`src/rtl/obi_magic_mem_bridge.sv`:
```
// Bridges one OBI-style req/gnt/rvalid port onto the blocking magic-memory read/write/resp
// handshake, with an in-order request FIFO and a per-access timeout that yields an error response.
module obi_magic_mem_bridge #(
    parameter int unsigned ADDR_W    = 32,
    parameter int unsigned DATA_W    = 32,
    parameter int unsigned REQ_DEPTH = 2,
    parameter int unsigned TIMEOUT   = 1024
) (
    input  logic                clk,
    input  logic                rst,
    input  logic                req_i,
    output logic                gnt_o,
    input  logic                we_i,
    input  logic [DATA_W/8-1:0] be_i,
    input  logic [ADDR_W-1:0]   addr_i,
    input  logic [DATA_W-1:0]   wdata_i,
    output logic                rvalid_o,
    output logic [DATA_W-1:0]   rdata_o,
    output logic                err_o,
    output logic                mem_read,
    output logic                mem_write,
    output logic [DATA_W/8-1:0] mem_mbe,
    output logic [ADDR_W-1:0]   mem_addr,
    output logic [DATA_W-1:0]   mem_wdata,
    input  logic                mem_resp,
    input  logic [DATA_W-1:0]   mem_rdata,
    output logic                busy_o
);

    localparam int unsigned BE_W  = DATA_W / 8;
    localparam int unsigned PTR_W = (REQ_DEPTH > 1) ? $clog2(REQ_DEPTH) : 1;
    localparam int unsigned CNT_W = $clog2(REQ_DEPTH + 1);
    localparam int unsigned TMO_W = $clog2(TIMEOUT);
    localparam int unsigned ENT_W = 1 + BE_W + ADDR_W + DATA_W;

    localparam logic [1:0] StIdle   = 2'd0;
    localparam logic [1:0] StAccess = 2'd1;
    localparam logic [1:0] StResp   = 2'd2;

    logic [ENT_W-1:0]  fifo_q [REQ_DEPTH];
    logic [ENT_W-1:0]  fifo_d [REQ_DEPTH];
    logic [PTR_W-1:0]  wptr_q, wptr_d, rptr_q, rptr_d;
    logic [CNT_W-1:0]  cnt_q, cnt_d;
    logic [1:0]        state_q, state_d;
    logic              we_q, we_d;
    logic [BE_W-1:0]   be_q, be_d;
    logic [ADDR_W-1:0] addr_q, addr_d;
    logic [DATA_W-1:0] wdata_q, wdata_d;
    logic [TMO_W-1:0]  tmr_q, tmr_d;
    logic [DATA_W-1:0] rdata_q, rdata_d;
    logic              err_q, err_d;

    logic              fifo_empty, fifo_full, push, pop, bypass;
    logic              head_we;
    logic [BE_W-1:0]   head_be;
    logic [ADDR_W-1:0] head_addr;
    logic [DATA_W-1:0] head_wdata;

    function automatic logic [PTR_W-1:0] ptr_inc(input logic [PTR_W-1:0] p);
        return (p == PTR_W'(REQ_DEPTH - 1)) ? '0 : p + PTR_W'(1);
    endfunction

    assign fifo_empty = (cnt_q == '0);
    // Fullness uses the registered count, so a same-cycle pop never makes room.
    assign fifo_full  = (cnt_q == CNT_W'(REQ_DEPTH));
    assign gnt_o      = req_i & ~fifo_full;
    assign {head_we, head_be, head_addr, head_wdata} = fifo_q[rptr_q];

    always_comb begin
        state_d = state_q;
        we_d    = we_q;
        be_d    = be_q;
        addr_d  = addr_q;
        wdata_d = wdata_q;
        tmr_d   = tmr_q;
        rdata_d = rdata_q;
        err_d   = err_q;
        pop     = 1'b0;
        bypass  = 1'b0;
        case (state_q)
            StIdle: begin
                if (!fifo_empty) begin
                    pop     = 1'b1;
                    state_d = StAccess;
                end else if (gnt_o) begin
                    // Empty and idle: issue straight from the port to get strobe at N+1.
                    bypass  = 1'b1;
                    state_d = StAccess;
                end
            end
            StAccess: begin
                tmr_d = tmr_q + TMO_W'(1);
                if (mem_resp) begin
                    state_d = StResp;
                    rdata_d = we_q ? '0 : mem_rdata;
                    err_d   = 1'b0;
                end else if (tmr_q == TMO_W'(TIMEOUT - 1)) begin
                    state_d = StResp;
                    rdata_d = '0;
                    err_d   = 1'b1;
                end
            end
            StResp: begin
                if (!fifo_empty) begin
                    pop     = 1'b1;
                    state_d = StAccess;
                end else begin
                    state_d = StIdle;
                end
            end
            default: state_d = StIdle;
        endcase
        if (pop) begin
            we_d    = head_we;
            be_d    = head_be;
            addr_d  = {head_addr[ADDR_W-1:2], 2'b00};
            wdata_d = head_wdata;
            tmr_d   = '0;
        end else if (bypass) begin
            we_d    = we_i;
            be_d    = be_i;
            addr_d  = {addr_i[ADDR_W-1:2], 2'b00};
            wdata_d = wdata_i;
            tmr_d   = '0;
        end
    end

    always_comb begin
        push   = gnt_o & ~bypass;
        fifo_d = fifo_q;
        wptr_d = wptr_q;
        rptr_d = rptr_q;
        if (push) begin
            fifo_d[wptr_q] = {we_i, be_i, addr_i, wdata_i};
            wptr_d         = ptr_inc(wptr_q);
        end
        if (pop) begin
            rptr_d = ptr_inc(rptr_q);
        end
        cnt_d = cnt_q + CNT_W'(push) - CNT_W'(pop);
    end

    always_ff @(posedge clk) begin
        if (rst) begin
            state_q <= StIdle;
            wptr_q  <= '0;
            rptr_q  <= '0;
            cnt_q   <= '0;
            we_q    <= 1'b0;
            be_q    <= '0;
            addr_q  <= '0;
            wdata_q <= '0;
            tmr_q   <= '0;
            rdata_q <= '0;
            err_q   <= 1'b0;
        end else begin
            state_q <= state_d;
            wptr_q  <= wptr_d;
            rptr_q  <= rptr_d;
            cnt_q   <= cnt_d;
            we_q    <= we_d;
            be_q    <= be_d;
            addr_q  <= addr_d;
            wdata_q <= wdata_d;
            tmr_q   <= tmr_d;
            rdata_q <= rdata_d;
            err_q   <= err_d;
        end
    end

    // Storage needs no reset: occupancy is tracked by the pointers and count.
    always_ff @(posedge clk) begin
        fifo_q <= fifo_d;
    end

    assign rvalid_o  = (state_q == StResp);
    assign rdata_o   = rvalid_o ? rdata_q : '0;
    assign err_o     = rvalid_o & err_q;
    assign mem_read  = (state_q == StAccess) & ~we_q;
    assign mem_write = (state_q == StAccess) & we_q;
    assign mem_mbe   = be_q;
    assign mem_addr  = addr_q;
    assign mem_wdata = wdata_q;
    assign busy_o    = ~fifo_empty | (state_q != StIdle);

endmodule
```
`config.mk`:
```
export PLATFORM = sky130hd
export DESIGN_NAME = obi_magic_mem_bridge
export DESIGN_NICKNAME = d
export VERILOG_FILES = /design/src/rtl/obi_magic_mem_bridge.sv
export SDC_FILE = /design/constraint.sdc
export NUM_CORES = 1
export LEC_CHECK = 0
export ABC_AREA = 0
export CAP_MARGIN = 0
export CORE_ASPECT_RATIO = 0.75
export CORE_UTILIZATION = 41
export CTS_BUF_LIST = sky130_fd_sc_hd__clkbuf_2
export DETAILED_ROUTE_END_ITERATION = 10
export PLACE_DENSITY = 0.67
export SLEW_MARGIN = 15
export SYNTH_ARGS = -nofsm -noshare
export SYNTH_HDL_FRONTEND = slang
export SYNTH_SLANG_ARGS = --single-unit
export TNS_END_PERCENT = 1
```
`constraint.sdc`:
```
create_clock -name clk -period 10.5 [get_ports clk]
set_input_delay 3.15 -clock clk [delete_from_list [all_inputs] [get_ports clk]]
set_output_delay 3.15 -clock clk [all_outputs]
set_load 0.02 [all_outputs]
```
After elaboration in Yosys (flattened, before gate mapping)
Index checks and enable logic that the tools add are counted.
Widths: inputs -> output; s select.
- flip-flop bits (word level): 254
- logic and storage cells: 82
- add/sub/neg operators: 5
- $lt $le $gt $ge: 3
- equality and inequality tests: 6
- multiplexer cells: 33
- bitwise operators: 12
- reductions and logical operators: 10
- operators by type and width (operator ; number):
    $mux 69 ; 4
    $mux 32 ; 8
    $bwmux 138 ; 1
    $demux 69 s1 ; 1
    $mux 1 ; 12
    $add 10x1->10 const B ; 1
    $eq 10x10->1 const B ; 1
    $mux 2 ; 4
    $mux 4 ; 2
    $ne 3x3->1 const B ; 2
    $pmux 2 s3 ; 1
    $reduce_bool 2->1 ; 3
    $and 1x1->1 ; 5
    $eq 2x2->1 const B ; 2
    $ge 2x2->1 const B ; 2
    $logic_not 2->1 ; 2
    $not 1->1 ; 4
    $not 1->2 ; 2
    $reduce_and 2->1 ; 2
    $reduce_or 3->1 ; 1
    $add 1x1->1 const B ; 2
    $add 2x1->2 ; 1
    $eq 2x1->1 const B ; 1
    $lt 2x1->1 const B ; 1
    4 further kinds ; 4

Logic depth before layout (Yosys ltp)
Gate-level depths: netlist of run 1.
- word-level depth: 10
- depth in mapped cells: 12
- gate-level depth less buffers: 8

Worst setup path before layout of run 1
No wires, ideal clock.
- path type: input to output
- from: in req_i
- to: out gnt_o
- arrival time: 3.659 ns
- data required time: 7.350 ns
- path slack: 3.691 ns
- stages on the path: 1
- path buffers: 0
- path through: a21boi_0
- cells in the longest elaborated chain, start to end: 1
- RTL lines (item ; line ; source):
    start, declared ; 11 ; input logic req_i,
    $and 1x1->1 ; 66 ; assign gnt_o = req_i & ~fifo_full;
    end, declared ; 12 ; output logic gnt_o,
No other way between the ends.

Worst setup path after layout of run 1
Ends and elaborated chain as after synthesis.

==> results of run 1 <==
## routing by layer
layer | wire (um) | share of wire, % | up-vias
met1 | 10600 | 49 | 3096
met5 | 0 | 0 | -
met3 | 1580 | 7.3 | 27
met4 | 256 | 1.2 | 0
met2 | 9150 | 42 | 187
li1 | - | - | 3323
## layout by cell type (no fill, tap or decap), types with 2 or more instances in the layout
cell	netlist	routed
inv_1	5	5
xnor2_1	3	3
ha_1	3	3
nand2_1	7	7
a21boi_0	2	2
nor2_1	86	84
buf_4	9	9
o21ai_0	25	25
xor2_1	10	10
and4b_1	2	2
a21oi_1	70	70
o21ai_1	6	6
mux2i_1	68	68
dfxtp_1	116	115
nor2_4	0	3
nor2b_1	4	4
conb_1	1	2
edfxtp_1	134	134
clkinv_1	0	12
nand2b_1	31	31
nand2b_4	1	2
clkdlybuf4s50_1	0	206
o2bb2ai_2	28	28
nand3_1	36	36
nand4_1	4	4
clkbuf_2	0	93
o2bb2ai_1	39	39
and2_1	35	35
## Yosys cell counts, types with 7 or more instances
library cell / number / area (um2)
a21oi_1: 70 / 350
and2_1: 35 / 219
buf_2: 26 / 130
buf_4: 9 / 67.6
clkbuf_1: 16 / 60.1
dfxtp_1: 116 / 2320
edfxtp_1: 134 / 4020
mux2i_1: 68 / 681
nand2_1: 7 / 26.3
nand2b_1: 31 / 194
nand3_1: 36 / 180
nor2_1: 86 / 323
o21ai_0: 25 / 125
o2bb2ai_1: 39 / 342
o2bb2ai_2: 28 / 420
xor2_1: 10 / 87.6
## worst max path at each step
stage | endpoint | slack (ns) | startpoint
after floorplan | gnt_o | 3.69 | req_i
after global placement | gnt_o | 2.75 | req_i
after detailed placement | gnt_o | 2.75 | req_i
after CTS | gnt_o | 2.75 | req_i
after global routing | gnt_o | 2.72 | req_i
final | gnt_o | 2.76 | req_i
## per-stage QoR
stage          util, %  std cells  cell area, um2  power [mW]  hold slack (ns)
2_1_floorplan        -        790            9970        1.92            0.425
3_3_place_gp      51.0       1251           12200        2.22            0.440
5_1_grt           53.2       1359           12700        2.97            0.482
4_1_cts           53.2       1359           12700        2.84            0.456
6_report          53.2       1359           12700        2.80            0.454
3_5_place_dp      51.0       1251           12200        2.23            0.443
## area by class of cell
class,instances,area [um2],area share [%]
clock buffers,93,465,3.66
flip-flops and latches,250,6350,49.9
well taps,306,383,3.01
clock inverters,15,61.3,0.482
inverters,5,18.8,0.148
repair buffers,215,2130,16.8
multi-input cells,475,3310,26.0
## critical path: cells and delay by family
kind                   cells  cell delay [ns]
AOI/OAI and AO/OA          1             0.21
buffers and inverters      2             1.23
## state kept, by name, indices dropped and copies added, names as in the netlist, 2 cells and up
signal     count
tmr_q         10
mem_mbe        4
fifo_q       134
rdata_q       32
mem_addr      30
state_q        2
mem_wdata     32
cnt_q          2
## logic make-up (layout without fill, tap and decap cells)
logic type                 Yosys count  count (layout)
DFF                                250             250
and+or+nand+nor                    214             214
AOI/OAI and AO/OA                  175             175
muxes                               68              68
buffers and inverters               65             328
xor gates and xnor gates            13              13
adders and majority gates            3               3
other                                1               2
## power breakdown
part / switching (mW) / internal (mW)
Clock: 0.372 / 0.233
Sequential: 0.109 / 1.21
Combinational: 0.489 / 0.384
Total: 0.970 / 1.83
==> impl_metrics.json, run 1 <==
{
  "status": "finished clean",
  "skew_ns": 0.0788,
  "yosys.area_share.simple_pct": 10.9,
  "ys_seq_elements": 250,
  "overflow": 0,
  "ys_seq_area_share_pct": 63.7,
  "critical_path_class": "primary input to primary output",
  "grt_pass1_vias": 6501,
  "viasPerCell": 4.88,
  "setup_viol_count_final": 0,
  "fin_crit_sh_pct": 73.7,
  "routed_wl_um": 21600,
  "clkSinkCount": 250,
  "antenna_found_initial": 1,
  "die_area_um2": 24900,
  "fin_nets": 1113,
  "core_area_um2": 23900,
  "arrival_ns": 4.59,
  "post-cts-setup-buffers": 0,
  "dp_hpwl_um": 12800,
  "antenna_left": 0,
  "clk-insertion-delay-late_ns": 0.81,
  "grt_max_degree": 80,
  "syn_area_um2": 9960,
  "diodes": 0,
  "grt-busiest-layer": "met2",
  "whs_path_depth": 2,
  "grt_setup_unrepaired": "false",
  "place_ws_ns": 2.75,
  "port_buffers": 206,
  "ir_drop_mv": 0.135,
  "final.setup.tns_ns": 0,
  "worstHoldStart": "err_q",
  "p_leak_nw": 4.42,
  "layout_min_cycle_time_ns": 7.74,
  "cts_buffer_depth": 3,
  "remaining_drc_errors": 0,
  "grt_pass1_wl_um": 34100,
  "die_w_um": 182,
  "wl_per_cell_um": 15.9,
  "cts_hold_buf": 0,
  "dr.pass1.iters": 4,
  "met3_usage_pct": 5.40,
  "r2r_setup_slack_ns": 7.85,
  "synth_edf_count": 134,
  "worst_r2r_path_depth": 4,
  "slew-limit-headroom_pct": 30.2,
  "p_per_area_nw_per_um2": 220,
  "crit_required_ns": 7.35,
  "hold_violations": 0,
  "worst_hold_path_type": "register to register",
  "worst_pin_slew_ns": 1.05,
  "critPathCaptureType": "primary output",
  "synth-warning-count": 0,
  "globalplace.congestion": 0.708,
  "cap_violations": 0,
  "ys_types": 40,
  "layout-drive-gt1-share_pct": 14.0,
  "initial_utilization_pct": 41.7,
  "crit_chain": "clkdlybuf4s50_1 > a21boi_0 > clkdlybuf4s50_1",
  "chipHeight_um": 137,
  "grtUsageMet1_pct": 23.7,
  "ys.flop_type": "edfxtp_1",
  "holdPathEnd": "err_q",
  "setup_ws_ns": 2.76,
  "synth_adder_area_share_pct": 0.377,
  "dr_total_vias": 6633,
  "cts_buffers": 58,
  "rows": 49,
  "synth.area.mux_share_pct": 6.83,
  "path_common_cell": "clkdlybuf4s50_1",
  "grt_util_met2_pct": 25.6,
  "cp_slowest_stage_delay_ns": 0.65,
  "clk_pin_slew_ns": 0.09,
  "clock.fmax_mhz": 129,
  "htree_num_levels": 2,
  "worstReg2RegStart": "state_q[0]",
  "synthCells": 789,
  "slew_violations": 0,
  "postSynth.asyncResetShare_pct": 0,
  "tritoncts": "done",
  "path_max_fanout": 4,
  "drt_iter0_markers": 342,
  "synth_top_family_by_area": "compound AO/OA/AOI/OAI gates",
  "fillers": 2083,
  "worstSetupStartpointType": "primary input",
  "area_growth_syn_to_layout_pct": 27.6,
  "synth-compound-area-share_pct": 13.4,
  "ios": 211,
  "cts_resized": 0,
  "track_usage_pct": 17.1,
  "crit_slowest_cell": "clkdlybuf4s50_1",
  "synth-xor-area-share_pct": 1.14,
  "syn_area_per_cell_um2": 12.6,
  "r2r-end": "fifo_q[95]",
  "cts_root_buffer": "clkbuf_2"
}
Note: power is estimated with default switching activity, not from simulation.
==> run 2: changes to the inputs <==
Clock period 10.5 ns to 7.45 ns, I/O delays scaled along.
==> run 2 against run 1 <==
Compared with the run above: setup slack lost 1.2 ns; final area grew 0.28%; final cell count grew 0.22%; power grew 42%; die area is the same; sequential share of layout area shrank 0.14 points; combinational power grew 42%; via count grew 1.1%; worst hold slack gained 0.0020 ns; non-clock buffer count grew 2; count of clock-buffer cells in the layout shrank 4; largest cell class unchanged; largest power group unchanged.
==> impl_metrics.json, run 2 (synthesized netlist as in run 1, its figures left out) <==
{
  "layout_min_cycle_time_ns": 5.89,
  "final_util_pct": 53.3,
  "final.setup.tns_ns": 0,
  "ir_drop_mv": 0.151,
  "holdPathEnd": "rdata_q[30]",
  "grt_pass1_wl_um": 34400,
  "swShare_pct": 34.5,
  "clock.fmax_mhz": 170,
  "regMostFlops": "fifo_q",
  "r2r_setup_slack_ns": 4.85,
  "fin_cells": 1362,
  "cts_buffers": 58,
  "worstSetupStartpointType": "primary input",
  "area_growth_syn_to_layout_pct": 28.0,
  "final_cell_mix": "clkdlybuf4s50_1 (206), edfxtp_1 (134), dfxtp_1 (115)",
  "place_ws_ns": 1.54,
  "core_area_um2": 23900,
  "globalplace.congestion": 0.722,
  "worst_pin_slew_ns": 1.04,
  "post-cts-setup-buffers": 0,
  "routed_wl_um": 21600,
  "dp_hpwl_um": 12900,
  "setup_viol_count_final": 0,
  "antenna_found_initial": 1,
  "crit_required_ns": 5.22,
  "clk_pin_slew_ns": 0.10,
  "layout-drive-gt1-share_pct": 13.7,
  "antenna_left": 0,
  "whs_path_depth": 2,
  "port_buffers": 206,
  "hold_violations": 0,
  "chipHeight_um": 137,
  "seqPwrFrac_pct": 46.7,
  "cts_hold_buf": 0,
  "slew_violations": 0,
  "die_w_um": 182,
  "p_leak_nw": 4.43,
  "p_per_area_nw_per_um2": 312,
  "grt_setup_unrepaired": "false",
  "die_area_um2": 24900,
  "register_area_um2": 6350,
  "multi_input_area_um2": 3310,
  "worstHoldStart": "rdata_q[30]",
  "fillers": 2089,
  "dr.pass1.iters": 4,
  "hold_ws_ns": 0.456,
  "mostFrequentLayoutCell": "clkdlybuf4s50_1",
  "place_inst": 1253,
  "remaining_drc_errors": 0,
  "dr_total_vias": 6704,
  "track_usage_pct": 17.4,
  "worst_r2r_path_depth": 6,
  "slew-limit-headroom_pct": 31.0,
  "clkSinkCount": 250,
  "fin_crit_sh_pct": 79.1,
  "clockPowerShare_pct": 22.1,
  "cap_violations": 0,
  "arrival_ns": 3.66,
  "tritoncts": "done",
  "worstReg2RegStart": "state_q[0]",
  "setup_ws_ns": 1.56,
  "status": "finished clean",
  "worst_hold_path_type": "register to register",
  "wl_per_cell_um": 15.9,
  "skew_ns": 0.0806,
  "htree_num_levels": 2,
  "grt_pass1_vias": 6597,
  "path_max_fanout": 4,
  "critPathCaptureType": "primary output",
  "drt_iter0_markers": 319,
  "cts_resized": 0,
  "fin_nets": 1115,
  "pwr-share-comb_pct": 31.2,
  "viasPerCell": 4.92,
  "grt_max_degree": 71,
  "ios": 211,
  "critical_path_class": "primary input to primary output",
  "initial_utilization_pct": 41.7,
  "p_int_mw": 2.60,
  "cts_buffer_depth": 3,
  "cts_root_buffer": "clkbuf_2",
  "r2r-end": "mem_addr[15]",
  "power.net_switching_mw": 1.37,
  "overflow": 0,
  "rows": 49,
  "clk-insertion-delay-late_ns": 0.81,
  "largest_reg_flops": 134
}
run 2: cell types whose count changed in the layout (fill, tap and decap cells not counted):
cell        change
diode_2         +1
clkinvlp_4      -1
bufinv_16       +1
clkbuf_2        -4
clkinv_1        +4
buf_4           +2
run 2: cell type report:
| type | count | share of cell area, % |
|---|---|---|
| flip-flops and latches | 250 | 49.8 |
| multi-input cells | 475 | 25.9 |
| repair buffers | 217 | 16.8 |
| clock buffers | 89 | 3.49 |
| well taps | 306 | 3.00 |
| clock inverters | 19 | 0.775 |
| inverters | 5 | 0.147 |
| diodes | 1 | 0.0196 |
run 2: per-stage QoR:
stage,power [mW],cell area (um2)
floorplan,2.70,9970
global placement,3.13,12200
detailed placement,3.15,12200
CTS,4.05,12700
global route,4.23,12700
finish,3.97,12700
run 2: critical path, stage by stage:
cell             delay [ns]
clkdlybuf4s50_1        0.58
a21boi_0               0.20
clkdlybuf4s50_1        0.65
run 2: worst max path at each step:
stage	start	end	slack, ns	depth (start not counted)
global placement	req_i	gnt_o	1.53	3
floorplan	req_i	fifo_q[0]	1.84	2
global route	req_i	gnt_o	1.49	3
detailed placement	req_i	gnt_o	1.54	3
CTS	req_i	gnt_o	1.54	3
finish	req_i	gnt_o	1.56	3
run 2: power by group through the flow:
| stage | Combinational [mW] | Clock (mW) | Sequential, mW |
|---|---|---|---|
| after floorplan | 0.735 | 0 | 1.97 |
| after global placement | 1.25 | 0 | 1.89 |
| after detailed placement | 1.26 | 0 | 1.89 |
| after CTS | 1.26 | 0.921 | 1.86 |
| after global routing | 1.35 | 0.989 | 1.89 |
| final | 1.24 | 0.876 | 1.86 |
run 2: routing by layer:
layer	wire, um	track usage, %
met4	365	5.70
met5	0	0
met3	1510	5.75
met1	10700	24.1
met2	9100	25.7
